File: config.mk
export PLATFORM = sky130hd
export DESIGN_NAME = uart_tx_stream
export DESIGN_NICKNAME = d
export VERILOG_FILES = /design/src/rtl/uart_pkg.sv /design/src/rtl/uart_sync_fifo.sv /design/src/rtl/uart_tx_stream.sv
export SDC_FILE = /design/constraint.sdc
export NUM_CORES = 1
export LEC_CHECK = 0
export BUFFER_PORTS_ARGS = -buffer_cell sky130_fd_sc_hd__buf_4
export CAP_MARGIN = 10
export CORE_MARGIN = 3
export CORE_UTILIZATION = 53
export CTS_CLUSTER_SIZE = 30
export DETAILED_ROUTE_END_ITERATION = 12
export GPL_TIMING_DRIVEN = 0
export HOLD_SLACK_MARGIN = 0.02
export PLACE_DENSITY = 0.81
export SLEW_MARGIN = 20
export SYNTH_ARGS = -nofsm -noshare
export SYNTH_HDL_FRONTEND = slang
export SYNTH_SLANG_ARGS = --single-unit
File: constraint.sdc
create_clock -name clk -period 2.3 [get_ports clk]
set_input_delay 0.115 -clock clk [delete_from_list [all_inputs] [get_ports clk]]
set_output_delay 0.115 -clock clk [all_outputs]
set_load 0.05 [all_outputs]
File: src/rtl/uart_pkg.sv
// Shared types and helpers for the buffered UART transmitter.
//   uart_tx_state_t : transmitter FSM state encoding
//   uart_div        : rounded clocks-per-bit divider
//   uart_parity     : parity of a data word (even, or odd when odd=1)
package uart_pkg;

    typedef enum logic [2:0] {
        IDLE   = 3'd0,
        START  = 3'd1,
        DATA   = 3'd2,
        PARITY = 3'd3,
        STOP   = 3'd4
    } uart_tx_state_t;

    // Clocks per line bit, rounded to nearest.
    function automatic int unsigned uart_div(input int unsigned clock_freq,
                                             input int unsigned baud_rate);
        return (clock_freq + baud_rate / 2) / baud_rate;
    endfunction

    // Upper bits of narrower words are zero and do not affect the XOR.
    function automatic logic uart_parity(input logic [8:0] data, input logic odd);
        return (^data) ^ odd;
    endfunction

endpackage

File: src/rtl/uart_sync_fifo.sv
// Single-clock FIFO with wrap-around pointers carrying one extra bit.
// Ports: clk, reset_n (sync, active-low), push/wr_data, pop/rd_data
// (show-ahead head word), full, empty, count (words held).
// Push is ignored when full, pop is ignored when empty.
module uart_sync_fifo #(
    parameter int unsigned WIDTH = 8,
    parameter int unsigned DEPTH = 16
) (
    input  logic                       clk,
    input  logic                       reset_n,
    input  logic                       push,
    input  logic [WIDTH-1:0]           wr_data,
    input  logic                       pop,
    output logic [WIDTH-1:0]           rd_data,
    output logic                       full,
    output logic                       empty,
    output logic [$clog2(DEPTH+1)-1:0] count
);

    localparam int unsigned AW = $clog2(DEPTH);
    localparam int unsigned PW = AW + 1;
    localparam int unsigned CW = $clog2(DEPTH + 1);

    logic [WIDTH-1:0] mem [DEPTH];
    logic [PW-1:0]    wr_ptr;
    logic [PW-1:0]    rd_ptr;
    logic             do_push;
    logic             do_pop;

    assign do_push = push && !full;
    assign do_pop  = pop && !empty;

    // Pointer update; the extra MSB distinguishes full from empty.
    always_ff @(posedge clk) begin
        if (!reset_n) begin
            wr_ptr <= '0;
            rd_ptr <= '0;
        end else begin
            if (do_push) wr_ptr <= wr_ptr + PW'(1);
            if (do_pop)  rd_ptr <= rd_ptr + PW'(1);
        end
    end

    // Storage is not reset; only the pointers define its contents.
    always_ff @(posedge clk) begin
        if (do_push) mem[wr_ptr[AW-1:0]] <= wr_data;
    end

    assign rd_data = mem[rd_ptr[AW-1:0]];
    assign empty   = (wr_ptr == rd_ptr);
    assign full    = (wr_ptr[AW] != rd_ptr[AW]) && (wr_ptr[AW-1:0] == rd_ptr[AW-1:0]);
    assign count   = CW'(wr_ptr - rd_ptr);

endmodule

File: src/rtl/uart_tx_stream.sv
// Buffered UART transmitter: valid/ready stream in, FIFO, serial frames out.
// Frames: start(0), DATA_BITS LSB first, optional parity, STOP_BITS stop(1).
// Optional feature: define UART_TX_PARITY_EN to add the parity bit
// (even, or odd when PARITY_ODD=1).
// Ports: clk, reset_n (sync, active-low), data_in/data_valid/data_ready
// (stream input), tx (registered serial line, idle high), busy (frame in
// flight or words queued), fifo_count (words held in the FIFO).
module uart_tx_stream
    import uart_pkg::*;
#(
    parameter int unsigned CLOCK_FREQ = 50000000,
    parameter int unsigned BAUD_RATE  = 115200,
    parameter int unsigned DATA_BITS  = 8,
    parameter int unsigned STOP_BITS  = 1,
    parameter int unsigned FIFO_DEPTH = 16,
    parameter int unsigned PARITY_ODD = 0
) (
    input  logic                            clk,
    input  logic                            reset_n,
    input  logic [DATA_BITS-1:0]            data_in,
    input  logic                            data_valid,
    output logic                            data_ready,
    output logic                            tx,
    output logic                            busy,
    output logic [$clog2(FIFO_DEPTH+1)-1:0] fifo_count
);

    localparam int unsigned DIV = uart_div(CLOCK_FREQ, BAUD_RATE);
    localparam int unsigned CW  = (DIV > 1) ? $clog2(DIV) : 1;
    localparam int unsigned BW  = 4;

    localparam logic [2:0] S_IDLE   = 3'(IDLE);
    localparam logic [2:0] S_START  = 3'(START);
    localparam logic [2:0] S_DATA   = 3'(DATA);
`ifdef UART_TX_PARITY_EN
    localparam logic [2:0] S_PARITY = 3'(PARITY);
`endif
    localparam logic [2:0] S_STOP   = 3'(STOP);

    // Elaboration-time parameter checks.
    if (DIV < 2) begin : g_bad_div
        $error("uart_tx_stream: CLOCK_FREQ/BAUD_RATE gives DIV < 2");
    end
    if (DATA_BITS < 5 || DATA_BITS > 9 || STOP_BITS < 1 || STOP_BITS > 2 ||
        PARITY_ODD > 1 || FIFO_DEPTH < 2 ||
        (FIFO_DEPTH & (FIFO_DEPTH - 1)) != 0) begin : g_bad_param
        $error("uart_tx_stream: illegal DATA_BITS/STOP_BITS/PARITY_ODD/FIFO_DEPTH");
    end

    logic [2:0]           state, state_n;
    logic [CW-1:0]        div_cnt, div_n;
    logic [BW-1:0]        bit_cnt, bit_n;
    logic [DATA_BITS-1:0] shreg, shreg_n;
    logic                 tx_n;
    logic                 bit_end;
    logic                 pop;
    logic                 push;
    logic [DATA_BITS-1:0] fifo_rd_data;
    logic                 fifo_full;
    logic                 fifo_empty;
`ifdef UART_TX_PARITY_EN
    logic                 par_bit, par_n;
`endif

    assign push = data_valid && !fifo_full;

    uart_sync_fifo #(
        .WIDTH (DATA_BITS),
        .DEPTH (FIFO_DEPTH)
    ) u_fifo (
        .clk     (clk),
        .reset_n (reset_n),
        .push    (push),
        .wr_data (data_in),
        .pop     (pop),
        .rd_data (fifo_rd_data),
        .full    (fifo_full),
        .empty   (fifo_empty),
        .count   (fifo_count)
    );

    assign data_ready = !fifo_full;
    assign busy       = (state != S_IDLE) || !fifo_empty;
    assign bit_end    = (div_cnt == CW'(DIV - 1));

    // Next-state, divider, bit counter, shifter and next line value.
    always_comb begin
        state_n = state;
        div_n   = (state == S_IDLE || bit_end) ? '0 : div_cnt + CW'(1);
        bit_n   = bit_cnt;
        shreg_n = shreg;
        pop     = 1'b0;
        tx_n    = 1'b1;
        case (state)
            S_IDLE: begin
                if (!fifo_empty) begin
                    pop     = 1'b1;
                    state_n = S_START;
                end
            end
            S_START: begin
                if (bit_end) begin
                    state_n = S_DATA;
                    bit_n   = '0;
                end
            end
            S_DATA: begin
                if (bit_end) begin
                    shreg_n = shreg >> 1;
                    if (bit_cnt == BW'(DATA_BITS - 1)) begin
                        bit_n   = '0;
`ifdef UART_TX_PARITY_EN
                        state_n = S_PARITY;
`else
                        state_n = S_STOP;
`endif
                    end else begin
                        bit_n = bit_cnt + BW'(1);
                    end
                end
            end
`ifdef UART_TX_PARITY_EN
            S_PARITY: begin
                if (bit_end) begin
                    state_n = S_STOP;
                    bit_n   = '0;
                end
            end
`endif
            S_STOP: begin
                if (bit_end) begin
                    if (bit_cnt == BW'(STOP_BITS - 1)) begin
                        bit_n = '0;
                        // Chain straight into the next frame when words are queued.
                        if (!fifo_empty) begin
                            pop     = 1'b1;
                            state_n = S_START;
                        end else begin
                            state_n = S_IDLE;
                        end
                    end else begin
                        bit_n = bit_cnt + BW'(1);
                    end
                end
            end
            default: state_n = S_IDLE;
        endcase

        if (pop) shreg_n = fifo_rd_data;
`ifdef UART_TX_PARITY_EN
        par_n = pop ? uart_parity(9'(fifo_rd_data), PARITY_ODD != 0) : par_bit;
`endif

        // tx is registered from the next state so the start bit shows right after the pop edge.
        case (state_n)
            S_START:  tx_n = 1'b0;
            S_DATA:   tx_n = shreg_n[0];
`ifdef UART_TX_PARITY_EN
            S_PARITY: tx_n = par_n;
`endif
            default:  tx_n = 1'b1;
        endcase
    end

    // State and datapath registers.
    always_ff @(posedge clk) begin
        if (!reset_n) begin
            state   <= S_IDLE;
            div_cnt <= '0;
            bit_cnt <= '0;
            shreg   <= '0;
            tx      <= 1'b1;
        end else begin
            state   <= state_n;
            div_cnt <= div_n;
            bit_cnt <= bit_n;
            shreg   <= shreg_n;
            tx      <= tx_n;
        end
    end

`ifdef UART_TX_PARITY_EN
    always_ff @(posedge clk) begin
        if (!reset_n) par_bit <= 1'b0;
        else          par_bit <= par_n;
    end
`endif

endmodule

# == After elaboration in Yosys (flattened, before gate mapping) ==
# Memories as Yosys holds them, arrays and structs flattened. A register that Yosys moved wholly into a read port is not among the register bits.
# Index checks and enable logic that the tools add are counted.
# op_classes
n_addsub,5
n_eq_ne,13
muxes,26
bitwise_logic,1
reduce_logical,17
# ops
operator,count
2-to-1 mux 4 bit,7
2-to-1 mux 8 bit,3
2-to-1 mux 3 bit,6
case mux 3 bit (4 select lines),1
case mux 4 bit (3 select lines),1
"adder 5 x 1 -> 5 bit, second input constant",2
"adder 9 x 1 -> 9 bit, second input constant",1
"equality test 9 bit, second input constant",1
"equality test 3 x 1 -> 1 bit, second input constant",2
"equality test 3 x 2 -> 1 bit, second input constant",2
2-to-1 mux 1 bit,6
"!= test 2 bit, second input constant",3
nonzero test 3 bit,2
equality test 5 bit,1
subtractor 5 bit,1
"adder 4 x 1 -> 4 bit, second input constant",1
"equality test 4 x 3 -> 1 bit, second input constant",1
equality test 4 bit,1
logical AND 1 bit,4
zero test 4 bit,1
case mux 1 bit (2 select lines),2
AND reduction 4 bit,1
nonzero test 2 bit,2
"equality test 3 bit, second input constant",1
7 further kinds,9
# word_totals
reg_bits,35
ram_bits,128
input_bits,11
output_inout_bits,8
mem_count,1
# mem_list
name,depth,width,rd,rd_clocked_by_memory_dff,write_ports,line,rtl
u_fifo.mem,16,8,1,1,1,uart_sync_fifo.sv:24,logic [WIDTH-1:0] mem [DEPTH];

# == Logic depth before layout (Yosys ltp) ==
# Gate-level depths: netlist of the first run.
# logic_depth
ltp_word,8
mapped_depth,7

# == By module ==
# Synthesis of the first run repeated with hierarchy kept, for this count alone.
# hier_totals
cells_unflattened,444
hier_area_um2,6955.4
# modules_own_cells
mod,n_inst,cells_per_inst,area_each_um2,seq_area_each_um2
uart_sync_fifo,1,304,5693.0,4124.0
uart_tx_stream,1,140,1262.5,500.5

# == Worst setup path after synthesis of the first run ==
# No wires, ideal clock.
# synth_path
kind,reg-to-reg
startpoint,register u_fifo.rd_ptr[1]
endpoint,"memory u_fifo.mem[0][0], enable pin"
arrival_time_ps,1878
slack_ps,38
path_stages_with_launch,7
path_buffers,0
synth_period_minus_slack_ps,2262
path_cell_list,dfxtp_1 -> inv_1 -> ha_1 -> nand4_1 -> o21a_1 -> nand2_1 -> nor3_1
# synth_via
elab_chain_cells,7
# synth_rtl
element,line,rtl
start: declaration,uart_sync_fifo.sv:26,logic [PW-1:0] rd_ptr;
start signal: assignment,uart_sync_fifo.sv:40,if (do_pop) rd_ptr <= rd_ptr + PW'(1);
equality test 4 bit *,uart_sync_fifo.sv:51,assign full = (wr_ptr[AW] != rd_ptr[AW]) && (wr_ptr[AW-1:0] == rd_ptr[AW-1:0]);
logical AND 1 bit *,uart_sync_fifo.sv:51,
zero test 1 bit *,"uart_sync_fifo.sv:30, uart_tx_stream.sv:65",
logical AND 1 bit,uart_tx_stream.sv:65,assign push = data_valid && !fifo_full;
logical AND 1 bit *,uart_sync_fifo.sv:30,assign do_push = push && !full;
2-to-1 mux 1 bit *,uart_sync_fifo.sv:46,if (do_push) mem[wr_ptr[AW-1:0]] <= wr_data;
2-to-1 mux 1 bit (implied by the code) *,uart_sync_fifo.sv:46,
end: declaration,uart_sync_fifo.sv:24,
# Mark *: on every way between the ends. The rest lies on a longest branch, timed or not.

# == Worst setup path after layout of the first run ==
# layout_path
startpoint,register u_fifo.rd_ptr[1]
endpoint,"memory u_fifo.mem[7][0], enable pin"
# The elaborated chain is that of the path after synthesis.

==> metrics, run 1 <==
slowest stage delay, CP=390 ps; CTS tree=yes; Critical Path RT=2390 ps; first-pass GRT wire length=24.23 mm; Vias/cell=6.242; hpwl dp=9.563 mm; share of power burned in registers=42.0%; critical path peak fanout=8; Placer Congestion=0.8471; commonest non-fill, non-tap cell in the layout=edfxtp_1; n_diodes=0; final net count=530; drt wl/cell=22.77 µm; top_reg_cell synth=edfxtp_1; clock group share of total power=35.7%; DRT iter0 DRCs=511; FP Rows=41; syn_nets=472; share of cells above drive strength 1=28.96%; CP endpoint kind=register; Reg area=4629 µm²; reg2reg setup slack=40 ps; CTS Buffer Depth=2; Synth Warn #=0; commonest cells after routing, fill and taps aside=edfxtp_1 (128), dfxtp_1 (37), mux4_2 (32); crit-path cells=inv_1 > ha_1 > nand4_1 > buf_4 > o211ai_1 > buf_4 > buf_4 > nor2_4; Fmax achieved=441.7 MHz; antenna-violating nets left=0; maximum vdd drop=0.5413 mV; Slew HR=26.72%; Worst Clk Skew=8.354 ps; # H-tree levels=4; combinational share of power=22.2%; die area=14560 µm²; Hold Crit Depth=1; Net Sw Power=2420 µW; Worst EP arrival=2350 ps; Max Cap Viol=0; critical path startpoint category=register; Tcrit/Tclk final=98.43%; grt ovf=0; DR pass1 iterations=6; drt drc=0; status=finished, final reports clean; Yosys reg bits=167; origin of the critical flop-to-flop path=u_fifo.rd_ptr[1]; reg2reg end=u_fifo.mem[7][0]; LEAKAGE=0.002735 µW; Ports=19; Buffers on Ports=17; kind of critical path=reg2reg; post-route minimum period=2264 ps; Vias=4307; final WL=15.71 mm; multi-input logic area=2369 µm²; Worst Min Path Start=data_in[4]; FILL cells=820; initial antenna violation count=0; clock sinks=167; Place WS=-459.9 ps; synth unique cells=60; Final Util=66.04%; Switching Fraction=29.41%; hold-critical path endpoint=u_fifo.mem[6][4]; Initial Utilization=54.77%; fraction of registers with async set/reset=0%; cell mode on critical path=buf_4; worst-skew pair later-pin latency=430 ps; Total GRT Usage=22.53%; Int Pwr=5808 µW; floorplan die width=120.7 µm; Mapped Avg Cell Area=15.59 µm²; worst hold path class=in2reg; Final WS setup=36.06 ps; Final Slew Violations=0; Worst Max-Slew Pin Slew=1082 ps; sequential-to-total area share from yosys stat=66.37%; R2R depth=8; Area Overhead vs Synth=20.58%; Slowest cell on crit path=dfxtp_2; vias in the first global route=4380; core footprint=12720 µm²; Hold Fails Final Rpt=0; EDFF count, synth=128; largest net degree at the start of global routing=18; Mapped Area=6968 µm²; Root Driver=clkbuf_16; Worst-path clk slew=70 ps; Finish-stage setup viols=0; PD cells=979.4 nW/µm²; Num CTS Buffers=17; Mapped Cells=447; die height=120.7 µm
## state kept, by name, summed over array words and instances, names as in the netlist, named ones only
register and flops:
u_fifo.wr_ptr 5, tx 1, state 3, u_fifo.mem 128
u_fifo.rd_ptr 5, shreg 8, div_cnt 9, bit_cnt 4
## power by group through the flow
stage | Combinational, µW | Clock (µW) | Sequential (µW)
2_1_floorplan | 1180 | 0 | 3530
3_3_place_gp | 1580 | 0 | 3510
3_5_place_dp | 1630 | 0 | 3510
4_1_cts | 1720 | 2950 | 3450
5_1_grt | 1950 | 3070 | 3470
6_report | 1830 | 2940 | 3460
## routing by layer
layer / vias up / wire (µm) / GRT usage, %
li1: 1890 / - / -
met1: 2160 / 6294 / 28.80
met4: 0 / 553 / 11.12
met5: - / 0 / 0
met2: 214 / 7804 / 36.29
met3: 43 / 1060 / 5.472
## cells in the mapped netlist, drive strengths merged (9+ instances only)
cell type  instances  area share [%]
a21oi             11            0.79
a22oi             12             1.3
buf                9            0.72
clkbuf            13            0.70
dfxtp             39              11
edfxtp           128              55
ha                13             2.3
inv               18            0.97
mux4              32              10
nand2             14            0.75
nor2              34             1.9
xnor2              9             1.1
## cell type report
cell class | count | area share [%]
sequential | 167 | 55.10
multi-input combinational | 240 | 28.19
clock buffer | 17 | 5.063
timing repair buffer | 42 | 4.899
tap | 172 | 2.561
clock inverter | 15 | 2.219
buffer | 19 | 1.162
inverter | 18 | 0.8042
## cell families (layout without fill, tap and decap cells)
| kind of cell | Yosys count | in the layout | share of synthesized area (%) |
|---|---|---|---|
| simple gates | 98 | 98 | 7.398 |
| mux | 35 | 35 | 10.77 |
| fa+ha+maj | 14 | 14 | 2.622 |
| flops | 167 | 167 | 66.37 |
| buf+inv | 40 | 111 | 2.388 |
| xor+xnor | 16 | 16 | 2.011 |
| compound gates | 77 | 77 | 8.440 |
## how the worst max path moves through the flow
stage | start | endpoint | slack (ps) | depth (start not counted)
3_3_place_gp | u_fifo.wr_ptr[0] | u_fifo.mem[1][1] | -840 | 6
2_1_floorplan | u_fifo.rd_ptr[1] | u_fifo.mem[0][0] | 40 | 6
6_report | u_fifo.rd_ptr[1] | u_fifo.mem[7][0] | 40 | 8
5_1_grt | u_fifo.rd_ptr[1] | u_fifo.mem[7][5] | -30 | 8
4_1_cts | u_fifo.wr_ptr[0] | u_fifo.mem[9][7] | -130 | 6
3_5_place_dp | u_fifo.rd_ptr[1] | u_fifo.mem[9][3] | -460 | 6
## per-stage QoR
stage | hold slack (ps) | instances | TNS [ps] | cell area (µm²) | total power (µW)
finish | 19.10 | 690 | 0 | 8402 | 8228
global route | 35.09 | 690 | -341.7 | 8402 | 8494
CTS | 21.87 | 685 | -2756 | 8224 | 8125
detailed placement | 410.6 | 638 | -38420 | 7346 | 5138
global placement | 402.1 | 636 | -44960 | 7311 | 5087
floorplan | 213.9 | 447 | 0 | 6968 | 4707
## critical path, delay by kind of cell, from the launching register on
family	cells	cell delay, ps
and+or+nand+nor	2	530
AOI/OAI and AO/OA	1	80
adders and majority gates	1	320
DFF	1	390
buffers and inverters	4	600
## repair_timing
action                                  4_1_cts  5_1_grt
hold endpoints to repair                    112        0
hold buffers                                  7        0
endpoints found under the setup margin      135      119
pin swaps                                     3        6
buffers inserted                              8        8
gates resized for setup                      31       22
(Power assumes the default switching activity.)
==> run 2: changes to the inputs <==
CORE_MARGIN = 2   (was 3)
==> run 2 against run 1 <==
Compared with the run above:
- the flow now finishes with violations (negative setup slack)
- count of clock-buffer cells in the layout up 6
- largest power group unchanged
- clock power shrank 6%
- cell count down 0.43%
==> metrics, run 2 (synthesis gave the netlist of run 1 again) <==
final net count=527; FILL cells=839; LEAKAGE=0.002695 µW; multi-input logic area=2422 µm²; worst-skew pair later-pin latency=420 ps; placed cells=636; Worst EP arrival=2200 ps; drt wl/cell=22.60 µm; CP endpoint kind=output pin; Num CTS Buffers=17; core footprint=12720 µm²; initial antenna violation count=0; final WL=15.52 mm; failing checks=negative setup slack; setup total negative slack=-11.12 ps; Worst Clk Skew=10.41 ps; floorplan die width=118.7 µm; CTS tree=yes; Final Slew Violations=0; clock group share of total power=34.2%; vias in the first global route=4242; antenna-violating nets left=0; clock sinks=167; Worst-path clk slew=60 ps; Ports=19; Buffers on Ports=17; combinational share of power=22.9%; n_diodes=0; Tcrit/Tclk final=100.5%; die height=118.7 µm; hpwl dp=9.554 mm; Initial Utilization=54.77%; Slowest cell on crit path=or4b_4; first-pass GRT wire length=23.07 mm; largest net degree at the start of global routing=17; RSZ-0062 raised after global routing=yes; Net Sw Power=2234 µW; routing usage on met3=5.840%; FP Rows=41; maximum vdd drop=0.6353 mV; Vias/cell=6.208; Max Cap Viol=0; share of cells above drive strength 1=28.35%; gr busiest metal=met2; Total GRT Usage=22.24%; crit-path cells=inv_1 > ha_4 > nand4_1 > or4b_4 > buf_6; critical path peak fanout=5; Buf+Inv Stages, Crit Path=2; Fmax achieved=432.7 MHz; kind of critical path=reg2out; commonest non-fill, non-tap cell in the layout=edfxtp_1; max FFs per register=128; Post-Layout Cell Count=687; Reg area=4633 µm²; Vias=4265; commonest cells after routing, fill and taps aside=edfxtp_1 (128), dfxtp_1 (36), mux4_2 (32); status=finished, violations left; Worst Max-Slew Pin Slew=797.2 ps; Finish-stage setup viols=1; post-route minimum period=2311 ps; slowest stage delay, CP=600 ps; drt drc=0; Area Overhead vs Synth=20.43%; die area=14080 µm²; PD cells=965.6 nW/µm²; Critical Path RT=2180 ps; Slew HR=46.10%; Hold Fails Final Rpt=0; critical path startpoint category=register; Placer Congestion=0.8129; CTS Buffer Depth=2; share of power burned in registers=42.9%; worst hold path class=in2reg; Switching Fraction=27.58%; DR pass1 iterations=5; Final WS setup=-11.12 ps; Int Pwr=5869 µW; Final Total Pwr=8103 µW; grt ovf=0; DRT iter0 DRCs=406; met1 usage=27.36%; Root Driver=clkbuf_16; # H-tree levels=4; CP top delay family=simple AND/OR/NAND/NOR gates; grt met2 use=37.00%
run 2: changes by cell type in the layout (fill, tap and decap cells not counted), sizes merged:
cell         before  now
buf              40   36
bufinv            2    3
clkbuf           31   37
clkinv            4    3
clkinvlp          1    3
dlygate4sd3       7    8
inv              26   18
run 2: area by class of cell:
class	count	area share, %
Clock inverter	9	1.506
Multi-Input combinational cell	240	28.87
Sequential cell	167	55.21
Timing Repair Buffer	39	4.518
Tap cell	172	2.564
Buffer	19	1.193
Clock buffer	23	5.338
Inverter	18	0.8051
run 2: path summary, 6_finish.rpt:
path                                  startpoint          endpoint  slack [ps]  cells past startpoint
worst min-delay path                  data_valid  u_fifo.wr_ptr[3]         110                      4
worst max-delay path            u_fifo.rd_ptr[3]              busy         -10                      5
worst max register to register  u_fifo.rd_ptr[3]          shreg[1]          50                      7
worst min register to register          shreg[7]          shreg[7]         480                      2
run 2: metrics by stage:
step | setup WS (ps) | cell area, µm² | utilization, % | hold slack [ps]
4_1_cts | -104.1 | 8165 | 64.18 | 78.11
3_5_place_dp | -454.3 | 7331 | 57.62 | 422.2
2_1_floorplan | 38.47 | 6968 | - | 213.9
6_report | -11.12 | 8392 | 65.96 | 105.4
3_3_place_gp | -680.4 | 7311 | 57.46 | 406.6
5_1_grt | -124.1 | 8392 | 65.96 | 119.5
run 2: worst reg2reg max path: cells and delay by family (launching register included):
family	cells	cell delay (ps)
flip-flops	1	360
adder cells (fa/ha/maj)	1	290
AO/OA/AOI/OAI	3	830
buffers and inverters	2	360
AND/OR/NAND/NOR	1	260
run 2: layer usage:
layer	share of wire, %	wire length (µm)
met5	0	0
met4	2.3	361
met3	5.8	903
met2	52	8008
met1	40	6250
run 2: power by group through the flow:
stage / Clock (µW) / Sequential [µW] / Combinational (µW)
2_1_floorplan: 0 / 3530 / 1180
3_3_place_gp: 0 / 3510 / 1570
3_5_place_dp: 0 / 3520 / 1610
4_1_cts: 2800 / 3460 / 1710
5_1_grt: 2920 / 3490 / 1990
6_report: 2770 / 3470 / 1860
run 2: timing repair:
| action | in CTS | in global routing |
|---|---|---|
| endpoints found under the setup margin | 138 | 142 |
| pin swaps | 4 | 5 |
| hold endpoints to repair | 126 | 0 |
| resized for setup | 29 | 35 |
| hold buffers | 8 | 0 |
| buffers inserted | 5 | 9 |
==> run 3: changes to the inputs <==
CORE_UTILIZATION = 40   (was 53)
PLACE_DENSITY = 0.64   (was 0.81)
REMOVE_ABC_BUFFERS = 1   (was not set)
clock period = 2.83 ns   (was 2.3 ns; I/O delays follow)
==> run 3 against run 2 <==
Compared with the run above:
- the flow now finishes without violations
- cell area fell by 3.2%
- total power fell by 19%
- cell count rose by 3.9%
- utilization fell by 19 points
- critical path depth did not move
- non-clock buffer count fell by 26
- register-to-register slack improved by 40 ps
- routed wire length fell by 7.3%
- count of clock-buffer cells in the layout fell by 5
- flip-flop and latch count did not move
- critical path type is now reg2reg
- largest cell class unchanged
- highest routed layer unchanged
==> metrics, run 3 (synthesis gave the netlist of run 1 again) <==
status=finished, final reports clean; Critical Path RT=2900 ps; share of cells above drive strength 1=23.72%; CP top delay family=simple AND/OR/NAND/NOR gates; Max Cap Viol=0; Worst Clk Skew=12.32 ps; Finish-stage setup viols=0; # H-tree levels=4; hpwl dp=9.410 mm; RSZ-0062 raised after global routing=no; Ports=19; placed cells=674; slowest stage delay, CP=640 ps; Worst Max-Slew Pin Slew=1108 ps; FILL cells=1454; Final Util=47.31%; DR pass1 iterations=4; kind of critical path=reg2reg; Placer Congestion=0.7781; antenna-violating nets left=0; DRT iter0 DRCs=322; Post-Layout Cell Count=714; Tcrit/Tclk final=96.90%; final net count=501; floorplan die width=136.0 µm; vias in the first global route=3918; initial antenna violation count=0; Reg area=4627 µm²; CTS Buffer Depth=2; Slew HR=24.99%; final WL=14.39 mm; LEAKAGE=0.002598 µW; die area=18490 µm²; Worst EP arrival=2810 ps; worst-skew pair later-pin latency=440 ps; worst hold margin=32.69 ps; Place WS=-41.63 ps; grt ovf=0; Num CTS Buffers=17; FP Rows=48; crit-path cells=ha_1 > nand4_1 > o21a_1 > nand2_1 > nor2_2; max FFs per register=128; Final Slew Violations=0; Fmax achieved=364.7 MHz; CTS tree=yes; n_diodes=0; post-route minimum period=2742 ps; Vias/cell=5.646; Root Driver=clkbuf_16; die height=136.0 µm; critical path peak fanout=9; Total GRT Usage=16.55%; largest net degree at the start of global routing=22; Area Overhead vs Synth=16.63%; clock sinks=167; drt wl/cell=20.16 µm; multi-input logic area=2242 µm²; PD cells=807.6 nW/µm²; CP endpoint kind=register; core footprint=17180 µm²; Final WS setup=87.76 ps; Slowest cell on crit path=dfxtp_1; Vias=4031; drt drc=0; Initial Utilization=40.57%; Hold Fails Final Rpt=0; Worst-path clk slew=70 ps; first-pass GRT wire length=22.26 mm; maximum vdd drop=0.6544 mV; worst hold path class=in2reg; Buffers on Ports=18; critical path startpoint category=register; Buf+Inv Stages, Crit Path=0; commonest cells after routing, fill and taps aside=edfxtp_1 (128), dfxtp_1 (37), mux4_2 (32); commonest non-fill, non-tap cell in the layout=edfxtp_1
-- run 3: changes by cell type in the layout (fill, tap and decap cells not counted), sizes merged --
cell / delta
clkinv: -1
clkinvlp: -2
bufinv: -1
inv: +9
buf: -12
clkbuf: -19
-- run 3: routing by layer --
metal / vias to the layer above / part of all wire [%] / global-route usage, %
li1: 1830 / - / -
met1: 2047 / 45 / 22.18
met2: 132 / 47 / 25.95
met3: 22 / 5.9 / 3.952
met4: 0 / 2.1 / 7.002
met5: - / 0 / 0
-- run 3: worst paths after layout --
path                    startpoint                end  slack [ps]  cells past startpoint
setup / recovery  u_fifo.wr_ptr[3]   u_fifo.mem[4][7]          90                      5
hold reg to reg           shreg[7]           shreg[7]         470                      2
setup reg to reg  u_fifo.wr_ptr[3]   u_fifo.mem[4][7]          90                      5
hold / removal          data_in[7]  u_fifo.mem[14][7]          30                      1
-- run 3: layout make-up --
class | count | area share (%)
Inverter | 18 | 0.8314
Multi-Input combinational cell | 240 | 27.59
Tap cell | 225 | 3.464
Clock inverter | 14 | 2.202
Timing Repair Buffer | 32 | 3.695
Sequential cell | 167 | 56.94
Clock buffer | 18 | 5.281
-- run 3: worst register-to-register path: cells and delay by family, from the launching register on --
| family | cells | cell delay (ps) |
|---|---|---|
| adder cells (fa/ha/maj) | 1 | 370 |
| AND/OR/NAND/NOR | 3 | 1090 |
| AO/OA/AOI/OAI | 1 | 280 |
| flip-flops | 1 | 640 |
-- run 3: power by group --
part	internal [µW]	leakage (µW)	switching [µW]	total (µW)
logic	559	0.000826	698	1260
clock network	1350	0.000297	1060	2410
registers	2750	0.00147	152	2900
-- run 3: stage by stage --
stage                     area [µm²]  TNS [ps]  power [µW]
after floorplan                 6869         0        3799
after global placement          7286    -11040        4123
after detailed placement        7393    -365.0        4193
after CTS                       8089         0        6596
after global routing            8127         0        6815
final                           8127         0        6563
-- run 3: timing repair --
item | 4_1_cts | 5_1_grt
setup buffers | 0 | 0
hold buffers | 8 | 0
endpoints found under the setup margin | 19 | 73
endpoints found under the hold margin | 94 | 0
resized for setup | 3 | 12
